$ cat config.mk
export PLATFORM = sky130hd
export DESIGN_NAME = interrupt_ack_sequencer_flat
export DESIGN_NICKNAME = d
export VERILOG_FILES = /design/src/rtl/interrupt_ack_sequencer_if.sv /design/src/rtl/interrupt_ack_sequencer.sv /design/src/flat_wrapper.sv
export SDC_FILE = /design/constraint.sdc
export NUM_CORES = 1
export LEC_CHECK = 0
export BUFFER_PORTS_ARGS = -buffer_cell sky130_fd_sc_hd__buf_2
export CAP_MARGIN = 25
export CELL_PAD_IN_SITES_DETAIL_PLACEMENT = 1
export CELL_PAD_IN_SITES_GLOBAL_PLACEMENT = 2
export CORE_MARGIN = 1.5
export CORE_UTILIZATION = 31
export DETAILED_ROUTE_END_ITERATION = 8
export GPL_ROUTABILITY_DRIVEN = 1
export PLACE_DENSITY = 0.9
export SYNTH_ARGS = -nofsm -noshare
export SYNTH_HDL_FRONTEND = slang
export SYNTH_SLANG_ARGS = --single-unit
export TNS_END_PERCENT = 100
$ cat constraint.sdc
create_clock -name clock -period 2.05 [get_ports clock]
set_input_delay 0.41 -clock clock [delete_from_list [all_inputs] [get_ports clock]]
set_output_delay 0.41 -clock clock [all_outputs]
set_load 0.01 [all_outputs]
$ cat src/rtl/interrupt_ack_sequencer_if.sv
// CPU-side interrupt handshake bundle for the 8259A acknowledge sequencer:
// resolved request in, INTA# in, INT pin, ISR set pulse, end strobe and data bus out.
interface interrupt_ack_sequencer_if;
  logic [7:0] interrupt;
  logic       interrupt_acknowledge_n;
  logic       interrupt_to_cpu;
  logic [7:0] acknowledge_interrupt;
  logic       end_of_acknowledge_sequence;
  logic       out_control_logic_data;
  logic [7:0] control_logic_data;

  // Sequencer side.
  modport master (
    input  interrupt,
    input  interrupt_acknowledge_n,
    output interrupt_to_cpu,
    output acknowledge_interrupt,
    output end_of_acknowledge_sequence,
    output out_control_logic_data,
    output control_logic_data
  );

  // Priority resolver / CPU side.
  modport slave (
    output interrupt,
    output interrupt_acknowledge_n,
    input  interrupt_to_cpu,
    input  acknowledge_interrupt,
    input  end_of_acknowledge_sequence,
    input  out_control_logic_data,
    input  control_logic_data
  );
endinterface

$ cat src/rtl/interrupt_ack_sequencer.sv
// 8259A interrupt-acknowledge sequencer: raises INT, counts INTA# pulses (2 for 8086,
// 3 for MCS-80/85), sets the ISR bit and drives CALL/vector bytes onto the data bus.
module interrupt_ack_sequencer #(
  parameter int unsigned ACK_TIMEOUT = 255
) (
  input  logic       clock,
  input  logic       reset_n,
  input  logic       write_initial_command_word_1,
  input  logic       u8086_or_mcs80_config,
  input  logic       call_address_interval_4_or_8_config,
  input  logic [2:0] vector_address_low,
  input  logic [7:0] vector_address_high,
  interrupt_ack_sequencer_if.master ack_if
);

  localparam int unsigned CntW = $clog2(ACK_TIMEOUT + 1);
  localparam logic [CntW-1:0] CntLast = CntW'(ACK_TIMEOUT - 1);

  typedef enum logic [2:0] {StIdle, StP1, StG1, StP2, StG2, StP3} state_e;

  state_e          state_q, state_d;
  logic [2:0]      level_q, level_d;
  logic [CntW-1:0] cnt_q, cnt_d;
  logic            inta_prev_q;
  logic            int_q, int_d;
  logic [7:0]      ack_q, ack_d;
  logic            eoa_q, eoa_d;
  logic            oe_q, oe_d;
  logic [7:0]      data_q, data_d;
  logic            fall, rise;

  // An all-zero request falls through to 7, the spurious level.
  function automatic logic [2:0] bit2num(input logic [7:0] onehot);
    logic [2:0] num;
    num = 3'd7;
    for (int i = 7; i >= 0; i--) begin
      if (onehot[i]) num = 3'(i);
    end
    return num;
  endfunction

  always_comb begin
    fall    = inta_prev_q & ~ack_if.interrupt_acknowledge_n;
    rise    = ~inta_prev_q & ack_if.interrupt_acknowledge_n;
    state_d = state_q;
    level_d = level_q;
    cnt_d   = cnt_q;
    ack_d   = 8'h00;
    eoa_d   = 1'b0;
    oe_d    = 1'b0;
    data_d  = 8'h00;

    case (state_q)
      StIdle: begin
        cnt_d = '0;
        if (fall) begin
          level_d = bit2num(ack_if.interrupt);
          ack_d   = ack_if.interrupt;
          state_d = StP1;
        end
      end
      StP1: begin
        if (rise) begin
          cnt_d   = '0;
          state_d = StG1;
        end
      end
      StG1: begin
        if (fall) begin
          cnt_d   = '0;
          state_d = StP2;
        end else if (cnt_q == CntLast) begin
          cnt_d   = '0;
          state_d = StIdle;
        end else begin
          cnt_d = cnt_q + 1'b1;
        end
      end
      StP2: begin
        if (rise) begin
          cnt_d = '0;
          if (u8086_or_mcs80_config) begin
            eoa_d   = 1'b1;
            state_d = StIdle;
          end else begin
            state_d = StG2;
          end
        end
      end
      StG2: begin
        if (fall) begin
          cnt_d   = '0;
          state_d = StP3;
        end else if (cnt_q == CntLast) begin
          cnt_d   = '0;
          state_d = StIdle;
        end else begin
          cnt_d = cnt_q + 1'b1;
        end
      end
      StP3: begin
        if (rise) begin
          cnt_d   = '0;
          eoa_d   = 1'b1;
          state_d = StIdle;
        end
      end
      default: state_d = StIdle;
    endcase

    // Bus drive follows the state being entered so it appears one cycle after the edge.
    case (state_d)
      StP1: begin
        if (!u8086_or_mcs80_config) begin
          oe_d   = 1'b1;
          data_d = 8'hCD;
        end
      end
      StP2: begin
        oe_d = 1'b1;
        if (u8086_or_mcs80_config) begin
          data_d = {vector_address_high[7:3], level_d};
        end else if (call_address_interval_4_or_8_config) begin
          data_d = {vector_address_low[2:0], level_d, 2'b00};
        end else begin
          data_d = {vector_address_low[2:1], level_d, 3'b000};
        end
      end
      StP3: begin
        oe_d   = 1'b1;
        data_d = vector_address_high;
      end
      default: ;
    endcase

    int_d = (state_d == StIdle) && (ack_if.interrupt != 8'h00);

    if (write_initial_command_word_1) begin
      state_d = StIdle;
      level_d = level_q;
      cnt_d   = '0;
      int_d   = 1'b0;
      ack_d   = 8'h00;
      eoa_d   = 1'b0;
      oe_d    = 1'b0;
      data_d  = 8'h00;
    end
  end

  always_ff @(posedge clock) begin
    if (!reset_n) begin
      state_q     <= StIdle;
      level_q     <= 3'd0;
      cnt_q       <= '0;
      inta_prev_q <= 1'b1;
      int_q       <= 1'b0;
      ack_q       <= 8'h00;
      eoa_q       <= 1'b0;
      oe_q        <= 1'b0;
      data_q      <= 8'h00;
    end else begin
      state_q     <= state_d;
      level_q     <= level_d;
      cnt_q       <= cnt_d;
      inta_prev_q <= ack_if.interrupt_acknowledge_n;
      int_q       <= int_d;
      ack_q       <= ack_d;
      eoa_q       <= eoa_d;
      oe_q        <= oe_d;
      data_q      <= data_d;
    end
  end

  assign ack_if.interrupt_to_cpu            = int_q;
  assign ack_if.acknowledge_interrupt       = ack_q;
  assign ack_if.end_of_acknowledge_sequence = eoa_q;
  assign ack_if.out_control_logic_data      = oe_q;
  assign ack_if.control_logic_data          = data_q;

endmodule

$ cat src/flat_wrapper.sv
// flat-port wrapper written by rule: the top's interface ports become plain ports
module interrupt_ack_sequencer_flat 
#(
  parameter int unsigned ACK_TIMEOUT = 255
)
  (clock, reset_n, write_initial_command_word_1, u8086_or_mcs80_config, call_address_interval_4_or_8_config, vector_address_low, vector_address_high, ack_if_interrupt, ack_if_interrupt_acknowledge_n, ack_if_interrupt_to_cpu, ack_if_acknowledge_interrupt, ack_if_end_of_acknowledge_sequence, ack_if_out_control_logic_data, ack_if_control_logic_data);
  interrupt_ack_sequencer_if ack_if_i ();
  input  logic clock;
  input  logic reset_n;
  input  logic write_initial_command_word_1;
  input  logic u8086_or_mcs80_config;
  input  logic call_address_interval_4_or_8_config;
  input  logic [2:0] vector_address_low;
  input  logic [7:0] vector_address_high;
  input wire logic [$bits(ack_if_i.interrupt)-1:0] ack_if_interrupt;
  input wire logic [$bits(ack_if_i.interrupt_acknowledge_n)-1:0] ack_if_interrupt_acknowledge_n;
  output wire logic [$bits(ack_if_i.interrupt_to_cpu)-1:0] ack_if_interrupt_to_cpu;
  output wire logic [$bits(ack_if_i.acknowledge_interrupt)-1:0] ack_if_acknowledge_interrupt;
  output wire logic [$bits(ack_if_i.end_of_acknowledge_sequence)-1:0] ack_if_end_of_acknowledge_sequence;
  output wire logic [$bits(ack_if_i.out_control_logic_data)-1:0] ack_if_out_control_logic_data;
  output wire logic [$bits(ack_if_i.control_logic_data)-1:0] ack_if_control_logic_data;
  assign ack_if_i.interrupt = ack_if_interrupt;
  assign ack_if_i.interrupt_acknowledge_n = ack_if_interrupt_acknowledge_n;
  assign ack_if_interrupt_to_cpu = ack_if_i.interrupt_to_cpu;
  assign ack_if_acknowledge_interrupt = ack_if_i.acknowledge_interrupt;
  assign ack_if_end_of_acknowledge_sequence = ack_if_i.end_of_acknowledge_sequence;
  assign ack_if_out_control_logic_data = ack_if_i.out_control_logic_data;
  assign ack_if_control_logic_data = ack_if_i.control_logic_data;
  interrupt_ack_sequencer #(.ACK_TIMEOUT(ACK_TIMEOUT)) u_core (.clock(clock), .reset_n(reset_n), .write_initial_command_word_1(write_initial_command_word_1), .u8086_or_mcs80_config(u8086_or_mcs80_config), .call_address_interval_4_or_8_config(call_address_interval_4_or_8_config), .vector_address_low(vector_address_low), .vector_address_high(vector_address_high), .ack_if(ack_if_i));
endmodule
==> flow_summary.ini, run 1 <==
[power]
p_per_area_nw_per_um2 = 642.8
irDropWorstVdd_uv = 233.5
p_leak_nw = 0.8681

[global_route]
grt_pass1_wl_mm = 7.065
grt_antenna_before_repair = 0
grt_pass1_vias = 1474
grt_max_degree = 13
gr-total-overflow = 0
grt.total_usage_pct = 15.01

[yosys]
synth_flop_cell = dfxtp_1
synth.net_count = 207
yosysSeqAreaShare_pct = 40.87
synth_cell_type_count = 54
synthCells = 180
yosysWarnings = 0
synth_edf_count = 0
synthArstFlopShare_pct = 0
synth_area_um2 = 1665
avgSynthCellArea_um2 = 9.252
ys_ff_latch = 34

[routing]
routed_via_density = 4.877
vias = 1473
ant_nets = 0
drt_iter0_drc = 58
drc = 0
dr.pass1.iters = 4
routedWlPerCell_um = 13.31
wirelength_mm = 4.021

[critical_path]
arrival_ns = 1.91
worstSetupEndpointType = register
timing.rr.start = u_core.state_q[1]
critical_path.cell_chain = nor3b_1 > nor2_1 > a221oi_2 > mux2i_1 > o41ai_2
r2r-end = u_core.ack_if.control_logic_data[3]
path_max_fanout = 8
cpMaxStageDelayCell = dfxtp_1
path_class = reg2reg
crit_path_max_incr_delay_ns = 0.54
rrSetupSlack_ns = 0.31
worstRegToRegCells = 5
cp.required_ns = 2.22
worstSetupStartpointType = register

[clock_tree]
ctsHoldBuffers = 0
cts_inserted_buffers = 5
clk_latency_ns = 0.29
post_cts_buffers = 0
clk_pin_slew_ns = 0.07
cts_htree_levels = 2
postCtsResizedCells = 0
cts_tree = yes
cts_buffer_depth = 2
cts.sinks = 34
cts_root_buffer = clkbuf_8

[floorplanning]
core_area_um2 = 5140
boundaryPins = 44
num_rows = 26
dieHeight_um = 76.30
die-area_um2 = 5821
start_util_pct = 32.40
die_w_um = 76.30

[cells_and_area]
n_antenna_cell = 0
syn2layout_area_growth_pct = 25.24
fillers = 641
drive_gt1_share_pct = 31.90
nets = 258
final_cells = 302

[placed_design]
port_buffers = 43
hpwlAfterDp_mm = 3.121
dp_cells = 294
gp_congestion = 0.8056

[sta]
hold_slack_ns = 0.3577
setup_tns_ns = 0
slew_viol_final = 0
final-setup-viol-count = 0
rsz0062_at_grt = false
min_period_ns = 1.741
finalHoldViolations = 0
max_freq_ghz = 0.5745
slew-limit-headroom_pct = 69.21
post-route-period-util_pct = 84.91
tightest_slew_ns = 0.4570
fin_worst_skew_ns = 0.01140

[worst_hold_path]
holdPathEnd = u_core.ack_if.acknowledge_interrupt[7]
hp-class = in2reg
hold_start = ack_if_interrupt[7]
min_path_cells = 2

[run]
cap_violations = 0

[run_status]
status = finished, final reports clean
## cells by family (layout without fill, tap and decap cells)
kind of cell	after synthesis	in the layout	synth area share [%]
xor gates and xnor gates	6	6	3.155
muxes	5	5	3.155
and+or+nand+nor	81	81	28.10
DFF	34	34	40.87
buffers and inverters	9	61	2.254
AOI/OAI and AO/OA	43	43	20.96
adders and majority gates	2	2	1.502
## power breakdown
group / switching [mW] / internal (mW) / total [mW] / leakage [nW]
Sequential: 0.00653 / 0.672 / 0.679 / 0.275
Clock: 0.243 / 0.271 / 0.514 / 0.0482
Combinational: 0.0806 / 0.0669 / 0.148 / 0.544
## stage by stage
step | worst slack [ns] | power (mW) | cell area, um^2 | utilization, %
after floorplan | 0.4822 | 0.7800 | 1665 | -
after global placement | 0.2958 | 0.8411 | 1994 | 38.80
after detailed placement | 0.2327 | 0.8427 | 1994 | 38.80
after CTS | 0.3081 | 1.363 | 2086 | 40.58
after global routing | 0.1388 | 1.405 | 2086 | 40.58
final | 0.3093 | 1.341 | 2086 | 40.58
## area by class of cell
type	instances	area, um^2	share of cell area, %
multi-input cells	137	947.2	45.41
flip-flops and latches	34	680.7	32.63
repair buffers	50	267.8	12.84
well taps	70	87.58	4.199
clock buffers	7	86.33	4.139
inverters	3	11.26	0.5399
clock inverters	1	5.005	0.2400
## critical path, delay by kind of cell, from the launching register on
kind | cells | cell delay, ns
flip-flops | 1 | 0.54
AND/OR/NAND/NOR | 2 | 0.43
AO/OA/AOI/OAI | 2 | 0.40
multiplexers | 1 | 0.26
## worst max-delay path by stage
stage | start | to | slack [ns] | depth (start not counted)
after CTS | u_core.state_q[1] | u_core.ack_if.control_logic_data[3] | 0.31 | 5
after floorplan | u_core.cnt_q[0] | u_core.ack_if.control_logic_data[3] | 0.48 | 6
after global routing | u_core.state_q[1] | u_core.ack_if.control_logic_data[3] | 0.14 | 5
after detailed placement | ack_if_interrupt_acknowledge_n | u_core.ack_if.control_logic_data[3] | 0.23 | 6
after global placement | ack_if_interrupt_acknowledge_n | u_core.ack_if.control_logic_data[3] | 0.30 | 6
final | u_core.state_q[1] | u_core.ack_if.control_logic_data[3] | 0.31 | 5
## layer usage
| layer | wire [um] | GRT usage (%) |
|---|---|---|
| met4 | 46 | 4.444 |
| met1 | 1998 | 19.87 |
| met5 | 0 | 0 |
| met3 | 199 | 4.072 |
| met2 | 1777 | 23.84 |
## synth_stat cells, types with 2 or more instances
master,number,area (um^2)
a21oi_1,13,65.06
a221o_1,2,20.02
a31oi_1,2,12.51
and2_1,8,50.05
and4_4,2,22.52
buf_2,3,15.01
clkbuf_1,3,11.26
dfxtp_1,34,680.7
ha_1,2,25.02
inv_1,3,11.26
mux2i_1,3,30.03
nand2_1,7,26.28
nand2b_1,8,50.05
nand3_1,2,10.01
nand3b_1,2,15.01
nand4_1,4,25.02
nor2_1,23,86.33
nor2b_1,4,25.02
nor3_1,7,35.03
nor3b_1,3,22.52
o21ai_0,5,25.02
o21ai_1,2,10.01
o22a_1,2,17.52
or3_1,2,12.51
xnor2_1,2,17.52
xor2_1,4,35.03
## flip-flops by register name (all words and copies together) (netlist names)
signal / flops
u_core.ack_if.acknowledge_interrupt: 8
u_core.ack_if.control_logic_data: 8
u_core.ack_if.end_of_acknowledge_sequence: 1
u_core.ack_if.interrupt_to_cpu: 1
u_core.ack_if.out_control_logic_data: 1
u_core.cnt_q: 8
u_core.inta_prev_q: 1
u_core.level_q: 3
u_core.state_q: 3
## placed cells by master (no fill, tap or decap), types with 6 or more instances in the layout
| cell type | Yosys | final |
|---|---|---|
| nand2b_1 | 8 | 8 |
| dfxtp_1 | 34 | 34 |
| a21oi_1 | 13 | 13 |
| nor2_1 | 23 | 23 |
| buf_2 | 3 | 43 |
| nor3_1 | 7 | 7 |
| and2_1 | 8 | 8 |
| clkbuf_8 | 0 | 6 |
| buf_4 | 0 | 7 |
| nand2_1 | 7 | 7 |
Note: power is estimated with default switching activity, not from simulation.
==> run 2: changes to the inputs <==
--- a/config.mk
+++ b/config.mk
@@ -10,10 +10,10 @@
 export CELL_PAD_IN_SITES_DETAIL_PLACEMENT = 1
 export CELL_PAD_IN_SITES_GLOBAL_PLACEMENT = 2
 export CORE_MARGIN = 1.5
-export CORE_UTILIZATION = 31
+export CORE_UTILIZATION = 28
 export DETAILED_ROUTE_END_ITERATION = 8
 export GPL_ROUTABILITY_DRIVEN = 1
-export PLACE_DENSITY = 0.9
+export PLACE_DENSITY = 0.86
 export SYNTH_ARGS = -nofsm -noshare
 export SYNTH_HDL_FRONTEND = slang
 export SYNTH_SLANG_ARGS = --single-unit
==> constraint.sdc (replaced) <==
create_clock -name clock -period 1.6 [get_ports clock]
set_input_delay 0.32 -clock clock [delete_from_list [all_inputs] [get_ports clock]]
set_output_delay 0.32 -clock clock [all_outputs]
set_load 0.01 [all_outputs]
==> run 2 against run 1 <==
Die area is 10% higher. Count of clock-buffer cells in the layout stayed put. First-iteration DRC count is 74% lower. Register-to-register slack worse by 0.23 ns. Combinational power is 51% higher.
==> flow_summary.ini, run 2 (synthesis gave the netlist of run 1 again) <==
[run_status]
status = finished, final reports clean

[routing]
dr.pass1.iters = 4
routed_via_density = 4.796
vias = 1573
drc = 0
routedWlPerCell_um = 13.65
drt_iter0_drc = 15
ant_nets = 0
wirelength_mm = 4.478

[worst_hold_path]
hold_start = ack_if_interrupt[7]
min_path_cells = 2
holdPathEnd = u_core.ack_if.acknowledge_interrupt[7]
hp-class = in2reg

[placed_design]
port_buffers = 43
hpwlAfterDp_mm = 3.469
dp_slack_ns = -0.01000
gp_congestion = 0.8198

[global_route]
met2_usage_pct = 25.13
grt_antenna_before_repair = 0
gr-usage-met1_pct = 18.89
use_met3_pct = 4.205
grt_max_degree = 13
grt_pass1_vias = 1631
grt.total_usage_pct = 15.20
grt_pass1_wl_mm = 7.486
gr-total-overflow = 0
grt_busiest_layer = met2

[cells_and_area]
layout_common_cells = buf_2, buf_4, dfxtp_1
n_antenna_cell = 0
syn2layout_area_growth_pct = 38.69
nets = 282
drive_gt1_share_pct = 41.02
final_core_util_pct = 41.19
final_common_cell = buf_2

[sta]
final-setup-viol-count = 0
finalHoldViolations = 0
post-route-period-util_pct = 95.16
tightest_slew_ns = 0.3604
min_period_ns = 1.523
slew_viol_final = 0
max_freq_ghz = 0.6568
worst_slack_ns = 0.07739
fin_worst_skew_ns = 0.005831
slew-limit-headroom_pct = 75.75

[critical_path]
worstSetupEndpointType = register
rrSetupSlack_ns = 0.08
cp.required_ns = 1.82
path_max_fanout = 4
worstRegToRegCells = 6
worstSetupStartpointType = register
timing.rr.start = u_core.cnt_q[2]
path_class = reg2reg
crit_start = u_core.cnt_q[2]
r2r-end = u_core.ack_if.interrupt_to_cpu
arrival_ns = 1.74

[floorplanning]
dieHeight_um = 80.12
die-area_um2 = 6419
boundaryPins = 44
num_rows = 27
die_w_um = 80.12
core_area_um2 = 5608
start_util_pct = 29.70

[clock_tree]
cts_buffer_depth = 2
clk_pin_slew_ns = 0.07
cts_root_buffer = clkbuf_8
cts_htree_levels = 2
ctsHoldBuffers = 0
cts_tree = yes
cts.sinks = 34
clk_latency_ns = 0.29
cts_inserted_buffers = 5

[run]
cap_violations = 0

[power]
p_leak_nw = 0.9997
irDropWorstVdd_uv = 345.5
p_per_area_nw_per_um2 = 810.7
[run 2: cell count changes in the layout (fill, tap and decap cells not counted), sizes merged]
cell    change
buf        +24
clkinv      -1
bufinv      +1
[run 2: critical path, cell delays in order (launching register included)]
cell      delay (ns)
dfxtp_1         0.34
and4_4          0.24
and4_4          0.28
a221oi_2        0.09
buf_4           0.15
a311o_1         0.26
a21oi_1         0.10
[run 2: power breakdown]
group / switching [mW] / internal (mW) / total, mW
sequential: 0.00788 / 0.862 / 0.870
combinational: 0.112 / 0.112 / 0.224
clock: 0.313 / 0.466 / 0.779
[run 2: area by class of cell]
class,instances,area (um^2)
fillers,690,3298
flip-flops and latches,34,685.7
well taps,72,90.09
inverters,3,11.26
clock buffers,7,76.32
multi-input cells,137,968.4
repair buffers,74,447.9
clock inverters,1,30.03
[run 2: timing repair]
| item | 4_1_cts | 5_1_grt |
|---|---|---|
| setup endpoints to repair | 2 | 9 |
| setup buffers | 0 | 0 |
| pin swaps | 2 | 3 |
| resized for setup | 1 | 9 |
[run 2: routing by layer]
metal,routed length [um],share of wire (%)
met4,34,0.76
met3,239,5.3
met5,0,0
met2,2059,46
met1,2145,48
[run 2: worst max-delay path by stage]
| stage | slack, ns | endpoint | cells past startpoint |
|---|---|---|---|
| finish | 0.08 | u_core.ack_if.interrupt_to_cpu | 6 |
| global route | -0.002 | u_core.cnt_q[5] | 5 |
| CTS | 0.02 | u_core.cnt_q[5] | 6 |
| detailed placement | -0.01 | u_core.ack_if.control_logic_data[4] | 6 |
| global placement | 0.01 | u_core.level_q[0] | 6 |
| floorplan | 0.03 | u_core.ack_if.control_logic_data[3] | 6 |
[run 2: metrics by stage]
stage	instances	power, mW	instance area (um^2)	TNS, ns	hold WS (ns)
2_1_floorplan	180	0.9994	1665	0	0.3930
3_3_place_gp	320	1.110	2177	0	0.4772
3_5_place_dp	320	1.113	2177	-0.01000	0.4981
4_1_cts	328	1.898	2288	0	0.2515
5_1_grt	328	1.964	2310	-0.001848	0.2744
6_report	328	1.872	2310	0	0.2626
